==> config.mk <==
export PLATFORM = sky130hd
export DESIGN_NAME = tl_bank_router_flat
export DESIGN_NICKNAME = d
export VERILOG_FILES = /design/src/rtl/tl_bank_router_if.sv /design/src/rtl/tl_bank_router.sv /design/src/flat_wrapper.sv
export SDC_FILE = /design/constraint.sdc
export NUM_CORES = 1
export LEC_CHECK = 0
export ABC_CLOCK_PERIOD_IN_PS = 7650
export CAP_MARGIN = 20
export CORE_AREA = 5 5 417 419
export DETAILED_ROUTE_END_ITERATION = 8
export DIE_AREA = 0 0 422 424
export DONT_BUFFER_PORTS = 1
export PLACE_DENSITY = 0.3
export SLEW_MARGIN = 15
export SYNTH_ARGS = -nofsm -noshare
export SYNTH_HDL_FRONTEND = slang
export SYNTH_SLANG_ARGS = --single-unit
==> constraint.sdc <==
create_clock -name clk_i -period 7.65 [get_ports clk_i]
set_clock_uncertainty 0.2 [all_clocks]
set_input_delay 1.1475 -clock clk_i [delete_from_list [all_inputs] [get_ports clk_i]]
set_output_delay 1.1475 -clock clk_i [all_outputs]
set_load 0.005 [all_outputs]
==> src/rtl/tl_bank_router_if.sv <==
`default_nettype none
// ============================================================================
// Module   : tl_bank_router_if
// Brief    : Bundle of the client-side A/C/D/E socket and the per-bank
//            A/C/D/E ports of the TileLink bank router.
// Revision : 1.0 - initial release
// ============================================================================
interface tl_bank_router_if #(
   parameter int NBANKS = 4,
   parameter int SINK_W = 4,
   parameter int A_W    = 160,
   parameter int C_W    = 152,
   parameter int D_W    = 80
);
   // A channel
   logic                   up_a_valid_i;
   logic                   up_a_ready_o;
   logic [A_W-1:0]         up_a_msg_i;
   logic [NBANKS-1:0]      bank_a_valid_o;
   logic [NBANKS-1:0]      bank_a_ready_i;
   logic [A_W-1:0]         bank_a_msg_o;
   // C channel
   logic                   up_c_valid_i;
   logic                   up_c_ready_o;
   logic [C_W-1:0]         up_c_msg_i;
   logic [NBANKS-1:0]      bank_c_valid_o;
   logic [NBANKS-1:0]      bank_c_ready_i;
   logic [C_W-1:0]         bank_c_msg_o;
   // D channel
   logic [NBANKS-1:0]      bank_d_valid_i;
   logic [NBANKS-1:0]      bank_d_ready_o;
   logic [NBANKS*D_W-1:0]  bank_d_msg_i;
   logic                   up_d_valid_o;
   logic                   up_d_ready_i;
   logic [D_W-1:0]         up_d_msg_o;
   // E channel
   logic                   up_e_valid_i;
   logic                   up_e_ready_o;
   logic [SINK_W-1:0]      up_e_sink_i;
   logic [NBANKS-1:0]      bank_e_valid_o;
   logic [NBANKS-1:0]      bank_e_ready_i;
   logic [SINK_W-1:0]      bank_e_sink_o;

   // Client and bank models drive the inputs of the router
   modport master (
      output up_a_valid_i, up_a_msg_i, bank_a_ready_i,
      output up_c_valid_i, up_c_msg_i, bank_c_ready_i,
      output bank_d_valid_i, bank_d_msg_i, up_d_ready_i,
      output up_e_valid_i, up_e_sink_i, bank_e_ready_i,
      input  up_a_ready_o, bank_a_valid_o, bank_a_msg_o,
      input  up_c_ready_o, bank_c_valid_o, bank_c_msg_o,
      input  bank_d_ready_o, up_d_valid_o, up_d_msg_o,
      input  up_e_ready_o, bank_e_valid_o, bank_e_sink_o
   );

   // The router itself
   modport slave (
      input  up_a_valid_i, up_a_msg_i, bank_a_ready_i,
      input  up_c_valid_i, up_c_msg_i, bank_c_ready_i,
      input  bank_d_valid_i, bank_d_msg_i, up_d_ready_i,
      input  up_e_valid_i, up_e_sink_i, bank_e_ready_i,
      output up_a_ready_o, bank_a_valid_o, bank_a_msg_o,
      output up_c_ready_o, bank_c_valid_o, bank_c_msg_o,
      output bank_d_ready_o, up_d_valid_o, up_d_msg_o,
      output up_e_ready_o, bank_e_valid_o, bank_e_sink_o
   );
endinterface
`default_nettype wire

==> src/rtl/tl_bank_router.sv <==
`default_nettype none
// ============================================================================
// Module   : tl_bank_router
// Brief    : Routes one coherent TileLink client socket onto NBANKS
//            line-interleaved L2 banks. A/C are steered by address with
//            burst locking, D is merged round-robin with message locking and
//            its sink tagged with the bank index, E is steered by that tag.
// Revision : 1.0 - initial release
// ============================================================================

// ----------------------------------------------------------------------------
// tl_bank_router_req : address steering for one request channel (A or C).
// A multi-beat data message is pinned to the bank of its first beat.
// ----------------------------------------------------------------------------
module tl_bank_router_req #(
   parameter int         NBANKS   = 4,
   parameter int         BANK_W   = 2,
   parameter int         BEAT_LG  = 3,
   parameter logic [2:0] DATA_OP0 = 3'd0,
   parameter logic [2:0] DATA_OP1 = 3'd1
) (
   input  logic              clk_i,
   input  logic              rst_i,
   input  logic              valid_i,
   input  logic [2:0]        opcode_i,
   input  logic [3:0]        size_i,
   input  logic [BANK_W-1:0] bank_i,
   output logic              ready_o,
   output logic [NBANKS-1:0] bank_valid_o,
   input  logic [NBANKS-1:0] bank_ready_i
);
   // Beats following the first one of a message of this size
   function automatic logic [7:0] f_rem_beats(input logic [3:0] size);
      logic [15:0] b;
      if (size > 4'(BEAT_LG)) b = 16'd1 << (size - 4'(BEAT_LG));
      else                    b = 16'd1;
      return 8'(b - 16'd1);
   endfunction

   logic              lock_q, lock_d;
   logic [BANK_W-1:0] bank_q, bank_d;
   logic [7:0]        cnt_q, cnt_d;
   logic [BANK_W-1:0] w_target;
   logic              w_fire;
   logic              w_is_data;
   logic [7:0]        w_first_rem;

   // Steer to the locked bank mid-burst, otherwise to the address bank
   always_comb begin
      w_target     = lock_q ? bank_q : bank_i;
      ready_o      = 1'b0;
      bank_valid_o = '0;
      if (!rst_i) begin
         ready_o                = bank_ready_i[w_target];
         bank_valid_o[w_target] = valid_i;
      end
      w_fire      = valid_i && ready_o;
      w_is_data   = (opcode_i == DATA_OP0) || (opcode_i == DATA_OP1);
      w_first_rem = f_rem_beats(size_i);
   end

   // Burst lock: set on the first beat of a long data message, cleared on its last
   always_comb begin
      lock_d = lock_q;
      bank_d = bank_q;
      cnt_d  = cnt_q;
      if (w_fire) begin
         if (!lock_q) begin
            if (w_is_data && (w_first_rem != 8'd0)) begin
               lock_d = 1'b1;
               bank_d = w_target;
               cnt_d  = w_first_rem;
            end
         end else begin
            cnt_d = cnt_q - 8'd1;
            if (cnt_q == 8'd1) lock_d = 1'b0;
         end
      end
   end

   // Lock state registers
   always_ff @(posedge clk_i or posedge rst_i) begin
      if (rst_i) begin
         lock_q <= 1'b0;
         bank_q <= '0;
         cnt_q  <= 8'd0;
      end else begin
         lock_q <= lock_d;
         bank_q <= bank_d;
         cnt_q  <= cnt_d;
      end
   end
endmodule

// ----------------------------------------------------------------------------
// tl_bank_router : top level
// ----------------------------------------------------------------------------
module tl_bank_router #(
   parameter int NBANKS   = 4,
   parameter int ADDR_W   = 64,
   parameter int SINK_W   = 4,
   parameter int LINE_OFF = 6,
   parameter int BEAT_LG  = 3,
   parameter int A_W      = 160,
   parameter int C_W      = 152,
   parameter int D_W      = 80
) (
   input  logic            clk_i,
   input  logic            rst_i,
   tl_bank_router_if.slave bus
);
   localparam int BANK_W   = $clog2(NBANKS);
   // Bank bits sit LINE_OFF bits into the address field; clamp keeps the
   // select inside the address field for degenerate configurations.
   localparam int BANK_LSB = (LINE_OFF + BANK_W <= ADDR_W) ? 7 + LINE_OFF : 7;
   // Top BANK_W bits of the D sink field carry the bank index upstream
   localparam int TAG_LSB  = 7 + SINK_W - BANK_W;

   function automatic logic [7:0] f_rem_beats(input logic [3:0] size);
      logic [15:0] b;
      if (size > 4'(BEAT_LG)) b = 16'd1 << (size - 4'(BEAT_LG));
      else                    b = 16'd1;
      return 8'(b - 16'd1);
   endfunction

   // ------------------------------------------------------------------ A / C
   logic [A_W-1:0] w_a_msg;
   logic [C_W-1:0] w_c_msg;

   assign w_a_msg          = bus.up_a_msg_i;
   assign w_c_msg          = bus.up_c_msg_i;
   assign bus.bank_a_msg_o = w_a_msg;
   assign bus.bank_c_msg_o = w_c_msg;

   tl_bank_router_req #(
      .NBANKS   (NBANKS),
      .BANK_W   (BANK_W),
      .BEAT_LG  (BEAT_LG),
      .DATA_OP0 (3'd0),
      .DATA_OP1 (3'd1)
   ) u_a_route (
      .clk_i        (clk_i),
      .rst_i        (rst_i),
      .valid_i      (bus.up_a_valid_i),
      .opcode_i     (w_a_msg[2:0]),
      .size_i       (w_a_msg[6:3]),
      .bank_i       (w_a_msg[BANK_LSB +: BANK_W]),
      .ready_o      (bus.up_a_ready_o),
      .bank_valid_o (bus.bank_a_valid_o),
      .bank_ready_i (bus.bank_a_ready_i)
   );

   tl_bank_router_req #(
      .NBANKS   (NBANKS),
      .BANK_W   (BANK_W),
      .BEAT_LG  (BEAT_LG),
      .DATA_OP0 (3'd5),
      .DATA_OP1 (3'd7)
   ) u_c_route (
      .clk_i        (clk_i),
      .rst_i        (rst_i),
      .valid_i      (bus.up_c_valid_i),
      .opcode_i     (w_c_msg[2:0]),
      .size_i       (w_c_msg[6:3]),
      .bank_i       (w_c_msg[BANK_LSB +: BANK_W]),
      .ready_o      (bus.up_c_ready_o),
      .bank_valid_o (bus.bank_c_valid_o),
      .bank_ready_i (bus.bank_c_ready_i)
   );

   // ---------------------------------------------------------------------- D
   logic              d_lock_q, d_lock_d;
   logic [BANK_W-1:0] d_grant_q, d_grant_d;
   logic [BANK_W-1:0] d_ptr_q, d_ptr_d;
   logic [7:0]        d_cnt_q, d_cnt_d;

   logic [BANK_W-1:0] w_arb_idx;
   logic [BANK_W-1:0] w_scan_idx;
   logic              w_arb_any;
   logic [BANK_W-1:0] w_d_grant;
   logic              w_d_valid;
   logic              w_d_fire;
   logic              w_d_is_data;
   logic [7:0]        w_d_first_rem;
   logic [D_W-1:0]    w_d_sel;
   logic [D_W-1:0]    w_d_msg;

   // Round-robin search: scanning down so the smallest offset from the pointer wins
   always_comb begin
      w_arb_idx  = d_ptr_q;
      w_arb_any  = 1'b0;
      w_scan_idx = d_ptr_q;
      for (int i = NBANKS - 1; i >= 0; i--) begin
         w_scan_idx = d_ptr_q + BANK_W'(i);
         if (bus.bank_d_valid_i[w_scan_idx]) begin
            w_arb_idx = w_scan_idx;
            w_arb_any = 1'b1;
         end
      end
   end

   // Grant mux, sink tagging and the per-bank ready return path
   always_comb begin
      w_d_grant     = d_lock_q ? d_grant_q : w_arb_idx;
      w_d_valid     = d_lock_q ? bus.bank_d_valid_i[w_d_grant] : w_arb_any;
      w_d_sel       = bus.bank_d_msg_i[int'(w_d_grant) * D_W +: D_W];
      w_d_msg       = w_d_sel;
      w_d_msg[TAG_LSB +: BANK_W] = w_d_grant;
      w_d_is_data   = (w_d_sel[2:0] == 3'd1) || (w_d_sel[2:0] == 3'd5);
      w_d_first_rem = f_rem_beats(w_d_sel[6:3]);
      w_d_fire      = w_d_valid && bus.up_d_ready_i && !rst_i;

      bus.up_d_valid_o   = w_d_valid && !rst_i;
      bus.up_d_msg_o     = w_d_msg;
      bus.bank_d_ready_o = '0;
      if (w_d_valid && !rst_i) bus.bank_d_ready_o[w_d_grant] = bus.up_d_ready_i;
   end

   // Grant hold/lock and pointer advance once a whole message has gone up
   always_comb begin
      d_lock_d  = d_lock_q;
      d_grant_d = d_grant_q;
      d_cnt_d   = d_cnt_q;
      d_ptr_d   = d_ptr_q;
      if (w_d_fire) begin
         if (d_cnt_q == 8'd0) begin
            if (w_d_is_data && (w_d_first_rem != 8'd0)) begin
               d_lock_d  = 1'b1;
               d_grant_d = w_d_grant;
               d_cnt_d   = w_d_first_rem;
            end else begin
               d_lock_d = 1'b0;
               d_ptr_d  = w_d_grant + BANK_W'(1);
            end
         end else begin
            d_cnt_d = d_cnt_q - 8'd1;
            if (d_cnt_q == 8'd1) begin
               d_lock_d = 1'b0;
               d_ptr_d  = w_d_grant + BANK_W'(1);
            end
         end
      end else if (w_d_valid && !d_lock_q) begin
         // Stalled offer: keep it stable until the client takes it
         d_lock_d  = 1'b1;
         d_grant_d = w_d_grant;
      end
   end

   // D merge state registers
   always_ff @(posedge clk_i or posedge rst_i) begin
      if (rst_i) begin
         d_lock_q  <= 1'b0;
         d_grant_q <= '0;
         d_cnt_q   <= 8'd0;
         d_ptr_q   <= '0;
      end else begin
         d_lock_q  <= d_lock_d;
         d_grant_q <= d_grant_d;
         d_cnt_q   <= d_cnt_d;
         d_ptr_q   <= d_ptr_d;
      end
   end

   // ---------------------------------------------------------------------- E
   logic [BANK_W-1:0] w_e_target;

   // E steering on the bank tag carried in the top sink bits
   always_comb begin
      w_e_target         = bus.up_e_sink_i[SINK_W-1 -: BANK_W];
      bus.bank_e_valid_o = '0;
      bus.up_e_ready_o   = 1'b0;
      if (!rst_i) begin
         bus.bank_e_valid_o[w_e_target] = bus.up_e_valid_i;
         bus.up_e_ready_o               = bus.bank_e_ready_i[w_e_target];
      end
      bus.bank_e_sink_o = bus.up_e_sink_i;
   end
endmodule
`default_nettype wire

==> src/flat_wrapper.sv <==
// flat-port wrapper written by rule: the top's interface ports become plain ports
module tl_bank_router_flat 
#(
   parameter int NBANKS   = 4,
   parameter int ADDR_W   = 64,
   parameter int SINK_W   = 4,
   parameter int LINE_OFF = 6,
   parameter int BEAT_LG  = 3,
   parameter int A_W      = 160,
   parameter int C_W      = 152,
   parameter int D_W      = 80
)
  (clk_i, rst_i, bus_up_a_valid_i, bus_up_a_msg_i, bus_bank_a_ready_i, bus_up_c_valid_i, bus_up_c_msg_i, bus_bank_c_ready_i, bus_bank_d_valid_i, bus_bank_d_msg_i, bus_up_d_ready_i, bus_up_e_valid_i, bus_up_e_sink_i, bus_bank_e_ready_i, bus_up_a_ready_o, bus_bank_a_valid_o, bus_bank_a_msg_o, bus_up_c_ready_o, bus_bank_c_valid_o, bus_bank_c_msg_o, bus_bank_d_ready_o, bus_up_d_valid_o, bus_up_d_msg_o, bus_up_e_ready_o, bus_bank_e_valid_o, bus_bank_e_sink_o);
  tl_bank_router_if #(.NBANKS(NBANKS), .SINK_W(SINK_W), .A_W(A_W), .C_W(C_W), .D_W(D_W)) bus_i ();
  input  logic clk_i;
  input  logic rst_i;
  input wire logic [$bits(bus_i.up_a_valid_i)-1:0] bus_up_a_valid_i;
  input wire logic [$bits(bus_i.up_a_msg_i)-1:0] bus_up_a_msg_i;
  input wire logic [$bits(bus_i.bank_a_ready_i)-1:0] bus_bank_a_ready_i;
  input wire logic [$bits(bus_i.up_c_valid_i)-1:0] bus_up_c_valid_i;
  input wire logic [$bits(bus_i.up_c_msg_i)-1:0] bus_up_c_msg_i;
  input wire logic [$bits(bus_i.bank_c_ready_i)-1:0] bus_bank_c_ready_i;
  input wire logic [$bits(bus_i.bank_d_valid_i)-1:0] bus_bank_d_valid_i;
  input wire logic [$bits(bus_i.bank_d_msg_i)-1:0] bus_bank_d_msg_i;
  input wire logic [$bits(bus_i.up_d_ready_i)-1:0] bus_up_d_ready_i;
  input wire logic [$bits(bus_i.up_e_valid_i)-1:0] bus_up_e_valid_i;
  input wire logic [$bits(bus_i.up_e_sink_i)-1:0] bus_up_e_sink_i;
  input wire logic [$bits(bus_i.bank_e_ready_i)-1:0] bus_bank_e_ready_i;
  output wire logic [$bits(bus_i.up_a_ready_o)-1:0] bus_up_a_ready_o;
  output wire logic [$bits(bus_i.bank_a_valid_o)-1:0] bus_bank_a_valid_o;
  output wire logic [$bits(bus_i.bank_a_msg_o)-1:0] bus_bank_a_msg_o;
  output wire logic [$bits(bus_i.up_c_ready_o)-1:0] bus_up_c_ready_o;
  output wire logic [$bits(bus_i.bank_c_valid_o)-1:0] bus_bank_c_valid_o;
  output wire logic [$bits(bus_i.bank_c_msg_o)-1:0] bus_bank_c_msg_o;
  output wire logic [$bits(bus_i.bank_d_ready_o)-1:0] bus_bank_d_ready_o;
  output wire logic [$bits(bus_i.up_d_valid_o)-1:0] bus_up_d_valid_o;
  output wire logic [$bits(bus_i.up_d_msg_o)-1:0] bus_up_d_msg_o;
  output wire logic [$bits(bus_i.up_e_ready_o)-1:0] bus_up_e_ready_o;
  output wire logic [$bits(bus_i.bank_e_valid_o)-1:0] bus_bank_e_valid_o;
  output wire logic [$bits(bus_i.bank_e_sink_o)-1:0] bus_bank_e_sink_o;
  assign bus_i.up_a_valid_i = bus_up_a_valid_i;
  assign bus_i.up_a_msg_i = bus_up_a_msg_i;
  assign bus_i.bank_a_ready_i = bus_bank_a_ready_i;
  assign bus_i.up_c_valid_i = bus_up_c_valid_i;
  assign bus_i.up_c_msg_i = bus_up_c_msg_i;
  assign bus_i.bank_c_ready_i = bus_bank_c_ready_i;
  assign bus_i.bank_d_valid_i = bus_bank_d_valid_i;
  assign bus_i.bank_d_msg_i = bus_bank_d_msg_i;
  assign bus_i.up_d_ready_i = bus_up_d_ready_i;
  assign bus_i.up_e_valid_i = bus_up_e_valid_i;
  assign bus_i.up_e_sink_i = bus_up_e_sink_i;
  assign bus_i.bank_e_ready_i = bus_bank_e_ready_i;
  assign bus_up_a_ready_o = bus_i.up_a_ready_o;
  assign bus_bank_a_valid_o = bus_i.bank_a_valid_o;
  assign bus_bank_a_msg_o = bus_i.bank_a_msg_o;
  assign bus_up_c_ready_o = bus_i.up_c_ready_o;
  assign bus_bank_c_valid_o = bus_i.bank_c_valid_o;
  assign bus_bank_c_msg_o = bus_i.bank_c_msg_o;
  assign bus_bank_d_ready_o = bus_i.bank_d_ready_o;
  assign bus_up_d_valid_o = bus_i.up_d_valid_o;
  assign bus_up_d_msg_o = bus_i.up_d_msg_o;
  assign bus_up_e_ready_o = bus_i.up_e_ready_o;
  assign bus_bank_e_valid_o = bus_i.bank_e_valid_o;
  assign bus_bank_e_sink_o = bus_i.bank_e_sink_o;
  tl_bank_router #(.NBANKS(NBANKS), .ADDR_W(ADDR_W), .SINK_W(SINK_W), .LINE_OFF(LINE_OFF), .BEAT_LG(BEAT_LG), .A_W(A_W), .C_W(C_W), .D_W(D_W)) u_core (.clk_i(clk_i), .rst_i(rst_i), .bus(bus_i));
endmodule
==> metrics.yaml <==
start_util_pct: 4.648
hpwl_mm: 75.54
globalplace.congestion: 0.8110
worst_slack_ns: 2.080
vias_per_cell: 2.401
fin_nets: 1541
yosys_warnings: 0
slowest_delay_ns: 0.75
slew_viol_final: 0
fin_cells: 3107
min_period_ns: 5.570
min_path_type: "register to register"
crit_type: "primary input to primary output"
drtPass1Iterations: 5
antenna_found_initial: 27
path_cells: "or3b_1 -> and2_4 -> o41ai_4 -> buf_12 -> nand2_1 -> and3_1 -> a31oi_1"
root_buffer: "clkbuf_16"
synth_nets: 1894
rows: 152
holdPathStages: 1
setup_viol: 0
wl_per_cell_um: 27.07
die_w_um: 422
routed_wl_mm: 84.12
synth_area_per_cell_sq_um: 6.485
yosysUniqueCellTypes: 71
rsz0062_at_grt: "false"
die_area_sq_mm: 0.1789
place_ws_ns: 2.186
ys.flop_type: "dfrtp_1"
drc: 0
cts-htree-levels: 2
cts_buffer_depth: 2
setup_tns_ns: 0
grt_use_total_pct: 8.834
finalHoldViolCount: 0
setup.worst_path.end_class: "primary output"
relSlewSlack_pct: 10.33
crit_fanout: 154
arrival_ns: 4.22
grt_pass1_wl_mm: 99.69
syn2layout_area_growth_pct: 7.892
critPathRequiredTime_ns: 6.30
synthesis.area_sq_mm: 0.007911
path_clk_slew_ns: 0.06
synthArstFlopShare_pct: 100.0
io_buffers: 0
ios: 1074
p_leak_uw: 0.002831
seq_area_frac_synth_pct: 11.07
yosysTopAreaCell: "buf_4"
drive_gt1_share_pct: 7.604
insertion_delay_ns: 0.30
cts_tree: "done"
post_cts_buffers: 0
cts_sinks: 35
grt-ovfl-total: 0
num_vias: 7459
netlist_top_cells_area: "buf_4, nand2_1, dfrtp_1, a31oi_1, and3_1"
outcome: "complete, no violations"
dp_cells: 3093
core_sq_mm: 0.1702
design_power_total_uw: 2161
worst_pin_slew_ns: 1.345
yosys_register_bits: 35
drv_cap: 0
syn_inst: 1220
final_antenna_net_count: 0
cts_resized: 0
max_freq_mhz: 179.5
peakVddDrop_mv: 0.1987
cts_made_buffers: 5
power_per_cell_area_mw_per_mm2: 253.2
synth_top_area_share_pct: 29.99
postCtsHoldBufs: 0
start_kind: "primary input"
min_period_over_period_pct: 72.81
die_y_um: 424
drtIter0Drc: 573
crit_slowest_cell: "a31oi_1"
synth_enable_flop_cells: 0
ff2ff_path_depth: 10
grt_pass1_vias: 7240
grt_max_degree: 155
-- metal layers --
metal  track usage, %  part of all wire [%]  vias up
li1                 -                     -     3138
met1            7.259                    28     3521
met2            15.51                    50      679
met3            8.340                    20      115
met4            1.516                   2.3        6
met5           0.8602                  0.23        -
-- cell type report --
class                      count  area [sq um]
fill                       20166        161700
multi-input combinational    778          4405
tap                         2233          2794
sequential                    35         875.8
timing repair buffer          23         196.4
clock buffer                   5         125.1
inverter                      24         100.1
clock inverter                 3         23.77
antenna                        6         15.01
-- cells in the final DEF, fill, tap and decap left out, types with 4 or more instances in the layout --
cell       synthesis  layout
a31oi_1           85      75
o21ai_0           22      22
nor4_1             4       4
a21oi_1           32      32
a21o_1             5       5
mux2_1             4       4
nor2b_1            9       9
diode_2            0       6
nand2b_1           5       5
ha_1              16      16
nand3_1           15      15
nor2_1            42      42
nor3b_1            7       7
nand2_1          317     317
clkbuf_16          0       5
nor3_1            11      11
nand4_1            4       4
inv_1             20      18
and2_1            16      16
and3_1            77      77
mux2_2             4       4
mux2i_1           16      16
a31oi_2            0      10
o22ai_1           13      13
buf_4            316      20
a211oi_1           6       5
dfrtp_1           35      35
-- state kept, by name, indices dropped and copies added (netlist names) --
signal                   flops
u_core.d_lock_q              1
u_core.d_grant_q             2
u_core.u_a_route.bank_q      2
u_core.u_c_route.lock_q      1
u_core.u_c_route.bank_q      2
u_core.u_a_route.lock_q      1
u_core.u_c_route.cnt_q       8
u_core.u_a_route.cnt_q       8
u_core.d_ptr_q               2
u_core.d_cnt_q               8
-- cells in the mapped netlist, types with 15 or more instances --
master	n
nand2_1	317
buf_4	316
a31oi_1	85
and3_1	77
clkbuf_1	62
nor2_1	42
dfrtp_1	35
a21oi_1	32
o21ai_0	22
inv_1	20
and2_1	16
ha_1	16
mux2i_1	16
nand3_1	15
-- power by group --
group          switching [uW]  total [uW]  internal (uW)
Combinational            1110        1560            447
Clock                     105         228            122
Sequential                114         374            260
Total                    1330        2160            830
-- per-stage QoR --
stage,hold slack (ns),area (sq um),utilization [%]
after floorplan,0.2793,7911,-
after global placement,0.2939,8349,4.905
after detailed placement,0.2999,8372,4.918
after CTS,0.3177,8521,5.006
after global routing,0.3445,8528,5.010
final,0.3155,8536,5.015
-- cell families after synthesis --
kind of cell | count (synthesis) | synth area share (%)
AO/OA/AOI/OAI | 206 | 17.27
XOR/XNOR | 2 | 0.2215
adder cells (fa/ha/maj) | 16 | 2.530
buffers and inverters | 407 | 34.38
flip-flops | 35 | 11.07
multiplexers | 27 | 4.017
AND/OR/NAND/NOR | 527 | 30.51
-- worst max-delay path: cells and delay by family --
family,cells,cell delay (ns)
AOI/OAI and AO/OA,2,1.13
buffers and inverters,1,0.41
and+or+nand+nor,4,0.91
-- final timing paths --
| kind | end | start | slack, ns |
|---|---|---|---|
| max reg2reg | u_core.d_grant_q[0] | u_core.d_ptr_q[0] | 3.38 |
| max | bus_up_d_msg_o[76] | bus_bank_d_valid_i[0] | 2.08 |
| max in group asynchronous | u_core.u_a_route.bank_q[1] | rst_i | 5.93 |
| min in group asynchronous | u_core.d_ptr_q[0] | rst_i | 0.58 |
| min reg2reg | u_core.u_a_route.bank_q[0] | u_core.u_a_route.bank_q[0] | 0.32 |
| min | u_core.u_a_route.bank_q[0] | u_core.u_a_route.bank_q[0] | 0.32 |
Note: power is estimated with default switching activity, not from simulation.
